--- src/rtl/div_seq.sv ---
// div_seq: multi-cycle radix-2 restoring divider with signed/unsigned modes and annul, serving the EX divide handshake.
module div_seq #(
  parameter int DATA_W = 32
) (
  input  logic                  clk,
  input  logic                  rst,
  input  logic                  signed_div_i,
  input  logic [DATA_W-1:0]     opdata1_i,
  input  logic [DATA_W-1:0]     opdata2_i,
  input  logic                  start_i,
  input  logic                  annul_i,
  output logic [2*DATA_W-1:0]   result_o,
  output logic                  ready_o
);
  typedef enum logic [1:0] {S_FREE, S_BYZERO, S_ON, S_END} state_t;
  localparam int CW = $clog2(DATA_W + 1);
  state_t state, state_n;
  logic [CW-1:0] cnt, cnt_n;
  logic [DATA_W-1:0] dend, dend_n, dsr, dsr_n, rem, rem_n;
  logic [DATA_W-1:0] mag1, mag2, quo_fix, rem_fix;
  logic sign_q, sign_q_n, sign_r, sign_r_n, ready_n;
  logic [2*DATA_W-1:0] result_n;
  logic [DATA_W:0] partial, diff;
  always_ff @(posedge clk or posedge rst) begin
    if (rst) begin
      state    <= S_FREE;
      cnt      <= '0;
      dend     <= '0;
      dsr      <= '0;
      rem      <= '0;
      sign_q   <= 1'b0;
      sign_r   <= 1'b0;
      ready_o  <= 1'b0;
      result_o <= '0;
    end else begin
      state    <= state_n;
      cnt      <= cnt_n;
      dend     <= dend_n;
      dsr      <= dsr_n;
      rem      <= rem_n;
      sign_q   <= sign_q_n;
      sign_r   <= sign_r_n;
      ready_o  <= ready_n;
      result_o <= result_n;
    end
  end
  // dend doubles as the quotient: dividend bits shift out the top as quotient bits shift in the bottom
  always_comb begin
    mag1     = (signed_div_i && opdata1_i[DATA_W-1]) ? -opdata1_i : opdata1_i;
    mag2     = (signed_div_i && opdata2_i[DATA_W-1]) ? -opdata2_i : opdata2_i;
    partial  = {rem, dend[DATA_W-1]};
    diff     = partial - {1'b0, dsr};
    quo_fix  = sign_q ? -dend : dend;
    rem_fix  = sign_r ? -rem : rem;
    state_n  = state;
    cnt_n    = cnt;
    dend_n   = dend;
    dsr_n    = dsr;
    rem_n    = rem;
    sign_q_n = sign_q;
    sign_r_n = sign_r;
    ready_n  = ready_o;
    result_n = result_o;
    case (state)
      S_FREE: begin
        if (start_i && !annul_i) begin
          dend_n   = mag1;
          dsr_n    = mag2;
          rem_n    = '0;
          cnt_n    = '0;
          sign_q_n = signed_div_i & (opdata1_i[DATA_W-1] ^ opdata2_i[DATA_W-1]);
          sign_r_n = signed_div_i & opdata1_i[DATA_W-1];
          state_n  = (opdata2_i == '0) ? S_BYZERO : S_ON;
        end
      end
      S_BYZERO: begin
        state_n  = annul_i ? S_FREE : S_END;
        ready_n  = !annul_i;
        result_n = '0;
      end
      S_ON: begin
        if (annul_i) begin
          state_n  = S_FREE;
          cnt_n    = '0;
          ready_n  = 1'b0;
          result_n = '0;
        end else if (cnt == CW'(DATA_W)) begin
          state_n  = S_END;
          ready_n  = 1'b1;
          result_n = {rem_fix, quo_fix};
        end else begin
          rem_n  = diff[DATA_W] ? partial[DATA_W-1:0] : diff[DATA_W-1:0];
          dend_n = {dend[DATA_W-2:0], ~diff[DATA_W]};
          cnt_n  = cnt + 1'b1;
        end
      end
      default: begin
        if (!start_i) begin
          state_n  = S_FREE;
          ready_n  = 1'b0;
          result_n = '0;
        end
      end
    endcase
  end
endmodule

--- config.mk ---
export PLATFORM = sky130hd
export DESIGN_NAME = div_seq
export DESIGN_NICKNAME = d
export VERILOG_FILES = /design/src/rtl/div_seq.sv
export SDC_FILE = /design/constraint.sdc
export NUM_CORES = 1
export LEC_CHECK = 0
export ABC_CLOCK_PERIOD_IN_PS = 8000
export CORE_MARGIN = 2
export CORE_UTILIZATION = 40
export CTS_CLUSTER_DIAMETER = 80
export DETAILED_ROUTE_END_ITERATION = 8
export PLACE_DENSITY = 0.6
export SYNTH_ARGS = -nofsm -noshare
export SYNTH_HDL_FRONTEND = slang
export SYNTH_SLANG_ARGS = --single-unit
--- constraint.sdc ---
create_clock -name clk -period 8 [get_ports clk]
set_clock_uncertainty 0.1 [all_clocks]
set_input_delay 1.6 -clock clk [delete_from_list [all_inputs] [get_ports clk]]
set_output_delay 1.6 -clock clk [all_outputs]
set_load 0.05 [all_outputs]
==> run metrics, run 1 <==
Post-Synthesis Cell Area=between 0.01 and 0.015 mm2; #FFs+latches synth=171; Fin. Hold Viols=0; GRT Resource Usage Total=20.9%; cell row count=62; Mapped Cells=between 1000 and 1500; Slew Limit Fails=0; DRC Markers=0; fmax=205 MHz; min-delay src=result_o[13]$_DFFE_PP0P_; worst hold margin=approximately 0.38 ns; Post-CTS Resized=0; # setup viols final=0; CTS tree=built; worst r2r dst=rem[23]$_DFFE_PP0P_; Mean Syn Cell Area=8.40 um2; Initial DRC Count=around 760; Tmin final=slightly below 5 ns; Max-Cap Viols=0; Die Area=around 0.030 mm2; initial antenna violation count=0; Clock power frac=14.0%; share of cells above drive strength 1=about 4.0%; CTS H-tree lvls=4; Die Ht=174 um; met1 usage=about 30%; total grt overflow=0; Clock Sinks=approximately 170; met2 Use GR=about a third; Final Worst Setup Slack=between 3 and 4 ns; Worst R2R Start=rem[8]$_DFFE_PP0P_; fin crit share=between 60% and 70%; drt wl/cell=16.6 um; vias per std cell=~5.5; via count=10100; Post-synth EDFFs=0; Cell Pwr Density=between 400 and 500 mW/mm2; met3 usage=around 2.8%; gr busiest metal=met2; placed cell count=about 1800; peak supply drop=approximately 0.18 mV; largest net degree at the start of global routing=101; root buf cell=clkbuf_16; Post-synth ARST share=between 90% and 100%; leakage power=approximately 5.8 nW; register area share after synthesis=a little under two fifths; die width=174 um; Starting Density=between 40% and 50%; Setup crit end kind=flip-flop; Comb pwr share=slightly below 60%; sw frac=49.5%; first-pass GRT wire length=51300 um; sequential share of power=between 20% and 30%; Finished Layout Cells=between 1500 and 2000; Placeable Area=between 0.02 and 0.03 mm2; area grow syn2layout=18.8%; pre-CTS WS=2.64 ns; clk_lat worst skew=0.44 ns; Psw=about 0.0028 W; synthesized netlist net count=roughly 1500; Rel. slew slack=approximately a quarter; Hold Path Sink=result_o[13]$_DFFE_PP0P_; fin nets=about 1600; n_diodes=0; Synth Warn #=0; Final Wtd Congestion=around 0.86; WP data arrival=approximately 5.1 ns; commonest cells after routing, fill and taps aside=nand2_1, dfrtp_1, o21ai_0; Setup Buffers After CTS=0; Pre-antenna DRT Iters=5; critical path required time=8.21 ns; cts bufs inserted=17; vias in the first global route=approximately 9700; Setup crit start kind=input pin; RSZ-0062 raised after global routing=false; measured slew at the worst slew-check pin=between 1 and 1.5 ns; Max FO, Critical Path=7; DRT Wirelength=30700 um; Max clock buf depth=2; FF-to-FF path depth=9; hold depth=2; Clock transition at path regs=approximately 0.070 ns; Synth cell types=64; outcome=finished clean; PortBufs=~130; Setup CP Type=input pin to flip-flop; commonest non-fill, non-tap cell in the layout=nand2_1; P_int=0.00286 W; R2R setup slack=between 3 and 4 ns; IO Count=between 100 and 150; CTS Hold Buffers Added=0; hold crit path type=flip-flop to flip-flop; Fin Setup TNS=0 ns; Detailed Place HPWL=roughly 23000 um; Tot Pwr=0.00566 W; ys flop type=dfrtp_1; antenna-violating nets left=0
worst max-delay path, stage by stage:
cell             delay [ns]
clkdlybuf4s50_1        0.44
inv_1                  0.09
ha_1                   0.17
or3b_2                 0.47
or4_1                  0.50
nor4_1                 0.97
a21oi_1                0.22
a21oi_1                0.21
xnor2_1                0.08
a221o_1                0.32
per-stage QoR:
| stage | utilization (%) | area (um2) |
|---|---|---|
| 3_5_place_dp | 46.0 | 13100 |
| 4_1_cts | 47.9 | 13700 |
| 6_report | 47.9 | 13700 |
| 3_3_place_gp | 46.0 | 13100 |
| 2_1_floorplan | - | 11500 |
| 5_1_grt | 47.9 | 13700 |
power groups by stage:
stage               combinational (W)  sequential (W)  clock [W]
CTS                           0.00328         0.00160   0.000811
global route                  0.00364         0.00166   0.000847
floorplan                     0.00208         0.00187          0
finish                        0.00327         0.00160   0.000791
global placement              0.00324         0.00160          0
detailed placement            0.00327         0.00161          0
sequential cells by signal, summed over array words and instances, names as in the netlist:
register	count
state	2
dend	32
result_o	64
rem	32
cnt	6
sign_r	1
sign_q	1
dsr	32
ready_o	1
cells by family after synthesis:
logic type               after synthesis  synth area share (%)
flip-flops                           171                  37.1
XOR/XNOR                             143                  10.9
adder cells (fa/ha/maj)               43                  4.74
multiplexers                           9                 0.782
AO/OA/AOI/OAI                        425                  23.5
AND/OR/NAND/NOR                      445                  18.5
buffers and inverters                136                  4.43
final cells by class:
cell class | instances | area [um2]
multi-input cells | 1065 | 6750
clock inverters | 9 | 90.1
well taps | 384 | 480
repair buffers | 139 | 1380
flip-flops and latches | 171 | 4280
inverters | 64 | 245
fillers | 2804 | 14900
clock buffers | 23 | 458
Yosys cell counts (16+ instances only):
library cell | instances | area share [%]
o31ai_1 | 46 | 3.0
ha_1 | 42 | 4.6
or4_1 | 16 | 1.0
o41ai_1 | 17 | 1.3
a221o_1 | 31 | 2.7
inv_1 | 64 | 2.1
xor2_1 | 92 | 7.0
clkbuf_1 | 67 | 2.2
nor2_1 | 82 | 2.7
nor3_1 | 25 | 1.1
nand2_1 | 189 | 6.2
xnor2_1 | 51 | 3.9
and2_1 | 29 | 1.6
dfrtp_1 | 171 | 37
o21ai_0 | 160 | 7.0
a21oi_1 | 91 | 4.0
worst max path at each step:
stage / startpoint / to / slack [ns]
after detailed placement: opdata1_i[0] / dend[30]$_DFFE_PP0P_ / 2.64
final: opdata1_i[0] / dend[30]$_DFFE_PP0P_ / 3.11
after global routing: opdata1_i[0] / dend[30]$_DFFE_PP0P_ / 2.86
after floorplan: rst / cnt[0]$_DFFE_PP0P_ / 1.67
after CTS: opdata1_i[1] / dend[30]$_DFFE_PP0P_ / 3.09
after global placement: opdata1_i[0] / dend[30]$_DFFE_PP0P_ / 2.69
metal layers:
metal,vias to the layer above,part of all wire (%),wire (um)
met5,-,0,0
met4,0,2.1,642
met3,35,4.2,1290
met2,257,45,13700
met1,4764,49,15100
li1,5090,-,-
No activity file was read; power rests on OpenSTA's default activity.
==> run 2, diff against run 1 <==
--- a/config.mk
+++ b/config.mk
@@ -5,7 +5,7 @@
 export SDC_FILE = /design/constraint.sdc
 export NUM_CORES = 1
 export LEC_CHECK = 0
-export ABC_CLOCK_PERIOD_IN_PS = 8000
+export ABC_CLOCK_PERIOD_IN_PS = 4500
 export CORE_MARGIN = 2
 export CORE_UTILIZATION = 40
 export CTS_CLUSTER_DIAMETER = 80
==> constraint.sdc (replaced) <==
create_clock -name clk -period 4.5 [get_ports clk]
set_clock_uncertainty 0.1 [all_clocks]
set_input_delay 0.9 -clock clk [delete_from_list [all_inputs] [get_ports clk]]
set_output_delay 0.9 -clock clk [all_outputs]
set_load 0.05 [all_outputs]
==> run 2 against run 1 <==
Compared with the run above: setup slack got worse by 2.6 ns; largest cell class unchanged; global-route usage decreased by 0.24 points; sequential power increased by 77%; register-to-register slack got worse by 3.2 ns; first-iteration DRC count increased by 4.6%; power increased by 82%; critical endpoint is now rem[1]$_DFFE_PP0P_; critical path type is now flip-flop to flip-flop; critical path depth unchanged.
==> run metrics, run 2 (synthesis results as in run 1) <==
outcome=finished clean; share of cells above drive strength 1=around 4.9%; CTS Hold Buffers Added=0; # setup viols final=0; total grt overflow=0; max reg flops=between 60 and 70; GRT Resource Usage Total=approximately a fifth; sequential share of power=roughly 28%; IO Count=around 130; critical path required time=~4.8 ns; area grow syn2layout=20.2%; Fin. Hold Viols=0; hold crit path type=flip-flop to flip-flop; Detailed Place HPWL=between 20000 and 25000 um; measured slew at the worst slew-check pin=1.07 ns; drt wl/cell=about 17 um; root buf cell=clkbuf_16; R2R setup slack=about 0.52 ns; CTS tree=built; CTS H-tree lvls=4; DRC Markers=0; Max FO, Critical Path=25; hold depth=2; Setup crit end kind=flip-flop; Die Area=0.0302 mm2; PortBufs=133; Cell Pwr Density=744 mW/mm2; Finished Cell Area=around 0.014 mm2; Tmin final=slightly below 4 ns; Largest Register=result_o; Setup CP Type=flip-flop to flip-flop; Pre-antenna DRT Iters=7; min-delay src=result_o[23]$_DFFE_PP0P_; DRT Wirelength=between 30000 and 40000 um; Initial DRC Count=about 800; fmax=between 200 and 300 MHz; fin crit share=a little under 90%; Die Ht=174 um; antenna-violating nets left=0; Hold Path Sink=result_o[23]$_DFFE_PP0P_; via count=10200; Fin Setup TNS=0 ns; Setup crit start kind=flip-flop; Comb pwr share=56.9%; Worst R2R Start=rem[8]$_DFFE_PP0P_; clk_lat worst skew=approximately 0.44 ns; Psw=0.00502 W; Final Util=48.5%; WP data arrival=roughly 4.3 ns; cts bufs inserted=17; Max-Cap Viols=0; RSZ-0062 raised after global routing=false; cell row count=62; Rel. slew slack=around 29%; worst r2r dst=rem[1]$_DFFE_PP0P_; vias in the first global route=between 9000 and 10000; sw frac=48.7%; Max clock buf depth=2; largest net degree at the start of global routing=around 170; Post-CTS Resized=0; fin nets=between 1500 and 2000; Clock power frac=between 10% and 20%; Clock Sinks=between 150 and 200; P_int=between 0.005 and 0.006 W; n_diodes=0; max incr delay on CP=0.60 ns; Placeable Area=around 0.029 mm2; die width=roughly 170 um; vias per std cell=5.46; Starting Density=between 40% and 50%; Final Wtd Congestion=between 0.9 and 1; Setup Buffers After CTS=0; FF-to-FF path depth=10; Critical-path top delay cell=nor3_1; post-placement cell area=roughly 0.013 mm2; Slew Limit Fails=0; initial antenna violation count=0; Clock transition at path regs=0.07 ns; crit-path cells=ha_1 > a211oi_1 > nor2_1 > nor3_1 > a21boi_0 > o21ai_0 > nand4_1 > a21oi_1 > buf_4 > a221o_1; peak supply drop=roughly 0.28 mV; first-pass GRT wire length=between 50000 and 60000 um; commonest non-fill, non-tap cell in the layout=nand2_1; commonest cells after routing, fill and taps aside=nand2_1, dfrtp_1, o21ai_0; leakage power=5.91 nW
[run 2: cell count changes in the layout (fill, tap and decap cells not counted), sizes merged]
cell,delta
clkinv,-4
bufinv,+2
buf,+9
clkinvlp,+1
inv,+2
clkbuf,-1
[run 2: layer usage]
layer / global-route usage, % / share of wire, % / vias up / routed length (um)
met5: 0 / 0 / - / 0
met4: 6.27 / 1.9 / 0 / 582
met3: 4.10 / 5.2 / 36 / 1620
met2: 32.6 / 45 / 248 / 13800
met1: 28.9 / 48 / 4793 / 15000
li1: - / - / 5095 / -
[run 2: layout make-up]
| type | instances | area [um2] |
|---|---|---|
| Clock buffer | 22 | 484 |
| Clock inverter | 10 | 154 |
| Fill cell | 2856 | 14700 |
| Inverter | 64 | 244 |
| Multi-Input combinational cell | 1065 | 6740 |
| Sequential cell | 171 | 4280 |
| Tap cell | 384 | 480 |
| Timing Repair Buffer | 148 | 1470 |
[run 2: stage by stage]
step / hold WS [ns] / setup WS (ns) / instances / power [W]
floorplan: 0.350 / 0.868 / 1372 / 0.00702
global placement: 0.360 / 0.390 / 1832 / 0.00866
detailed placement: 0.369 / 0.317 / 1832 / 0.00872
CTS: 0.384 / 0.633 / 1864 / 0.0104
global route: 0.405 / 0.232 / 1864 / 0.0111
finish: 0.376 / 0.523 / 1864 / 0.0103
[run 2: power groups by stage]
stage | Combinational, W | Sequential (W) | Clock [W]
finish | 0.00586 | 0.00284 | 0.00161
global route | 0.00648 | 0.00295 | 0.00170
CTS | 0.00588 | 0.00284 | 0.00164
detailed placement | 0.00585 | 0.00287 | 0
global placement | 0.00582 | 0.00284 | 0
floorplan | 0.00370 | 0.00333 | 0
[run 2: critical path: cells and delay by family (launching register included)]
kind            cells  cell delay [ns]
buf+inv             1             0.33
flops               1             0.50
simple gates        3             1.02
compound gates      5             1.55
fa+ha+maj           1             0.41
[run 2: how the worst max path moves through the flow]
stage	startpoint	endpoint	cells past startpoint
final	rem[8]$_DFFE_PP0P_	rem[1]$_DFFE_PP0P_	10
after global routing	rem[8]$_DFFE_PP0P_	rem[14]$_DFFE_PP0P_	10
after CTS	rem[8]$_DFFE_PP0P_	rem[5]$_DFFE_PP0P_	10
after detailed placement	opdata2_i[6]	dsr[29]$_DFFE_PP0P_	9
after global placement	opdata2_i[6]	dsr[29]$_DFFE_PP0P_	9
after floorplan	opdata1_i[0]	dend[30]$_DFFE_PP0P_	9
==> edit (settings of run 1) <==
One comparison of `cnt` changes from == to >=.
--- a/src/rtl/div_seq.sv
+++ b/src/rtl/div_seq.sv
@@ -84,7 +84,7 @@
           cnt_n    = '0;
           ready_n  = 1'b0;
           result_n = '0;
-        end else if (cnt == CW'(DATA_W)) begin
+        end else if (cnt >= CW'(DATA_W)) begin
           state_n  = S_END;
           ready_n  = 1'b1;
           result_n = {rem_fix, quo_fix};
Formal check against the unedited RTL: same outputs for any inputs over 4 cycles, from zero or initial values and one cycle with rst high; that may be too few to reach the edited logic, so the function may still have changed.
==> edit against run 1 <==
Setup slack better by 450 ps. Global-route usage is 1.3 points lower. Count of clock-buffer cells in the layout is 2 lower. Critical path type unchanged. Clock power is 9.4% higher. Worst hold slack better by 1.8 ps. Synthesized cell count down 2.4%. Synthesized area down 3.7%. Cell area down 2.5%. Sequential cell count is the same. Wire length decreased by 9.2%. Power is 16% lower. First-iteration DRC count fell by 19%.
==> edit: results (changes against run 1) <==
- Crit Reg-Reg Startpoint: dend[31]
- Ranking of synthesized cells by instance count: nand2_1 (231), o21ai_0 (194), dfrtp_1 (171)
- Global-route wire length before repair: 46,000 um (-10%)
- DP HPWL: 20,500 um (-9.1%)
- Hold Startpoint: dsr[19]
- Gp weighted congestion: 0.864 (+0.73%)
- Core Util, Final: 0.492 (+0.0128)
- Via Count: 9,418 (-7.2%)
- R2R depth: 13 (+4)
- Max-slew headroom: 0.296 (+0.0504)
- Status: finished, final reports clean
- Crit path from: opdata1_i[4]
- Leakage: 5.75 nW (-1.2%)
- Slowest CP cell: or4_1
- Flop2flop setup slack: 3670 ps (about the same)
- Data arrival time at the worst-slack endpoint: 4630 ps (-470 ps)
- Wl on met1: 14,600 um (-3.4%)
- Fin cells: 1,816 (-2.1%)
- Share of layout cells above drive strength 1: 0.0429 (+0.00283)
- Netlist cell types: 60 (-6.3%)
- Vias in the first global route: 8,946 (-8.2%)
- Largest net degree at the start of global routing: 108 (+6.9%)
- Met3 Wirelength: 857 um (-33%)
- Mean cell area of the mapped netlist: 8.29 um2 (-1.3%)
- Synth area leaders: dfrtp_1 (39%), o21ai_0 (8.8%), nand2_1 (7.8%)
- Peak supply drop: 0.166 mV (-8.1%)
- Hold EP: dsr[19]
- Sequential fraction of the synthesis area: 0.386 (+0.0142)
[edit: cell types whose count changed after synthesis, moves of 10 or more]
cell / change
nand2_1: +42
o21ai_0: +34
a221o_1: -30
and2_1: -24
mux2i_1: +19
o31ai_1: -15
inv_1: -10
[edit: per-layer routing]
layer	track usage	vias up
met5	0	-
met4	0.0505	0
met3	0.0236	17
met2	0.300	164
met1	0.295	4406
li1	-	4831
[edit: worst min-delay path: stages (launching register included)]
cell	delay [ps]
dfrtp_1	340
nand2_1	50
o21ai_0	60
[edit: worst max path at each step]
stage | depth (start not counted) | slack, ps | end
floorplan | 1 | 1670 | cnt[0]
global placement | 11 | 3280 | dend[29]
detailed placement | 11 | 3210 | dend[27]
CTS | 13 | 3600 | rem[31]
global route | 11 | 3340 | dend[29]
finish | 11 | 3560 | dend[27]
[edit: cell type report]
type | instances | area share
clock buffers | 21 | 0.0360
well taps | 372 | 0.0349
clock inverters | 11 | 0.00995
repair buffers | 142 | 0.105
flip-flops and latches | 171 | 0.321
multi-input cells | 1045 | 0.478
inverters | 54 | 0.0156
[edit: report_power, final]
| part | internal [W] | switching [W] |
|---|---|---|
| clock network | 0.000498 | 0.000367 |
| logic | 0.00102 | 0.00147 |
| registers | 0.00109 | 0.000304 |
| total | 0.00260 | 0.00214 |
[edit: kinds of logic (layout without fill, tap and decap cells)]
logic type,Yosys count,in the layout,synth area share
xor gates and xnor gates,142,142,0.112
and+or+nand+nor,435,435,0.177
muxes,28,28,0.0253
AOI/OAI and AO/OA,397,397,0.208
buffers and inverters,123,228,0.0426
DFF,171,171,0.386
adders and majority gates,43,43,0.0492
[edit: stage by stage]
step                      setup WS, ps  instance area [um2]  hold slack [ps]  power (W)
final                             3560                13300              379    0.00474
after global routing              3340                13300              393    0.00517
after CTS                         3600                13300              387    0.00478
after detailed placement          3210                12700              370    0.00390
after global placement            3280                12700              362    0.00386
after floorplan                   1670                11100              350    0.00330
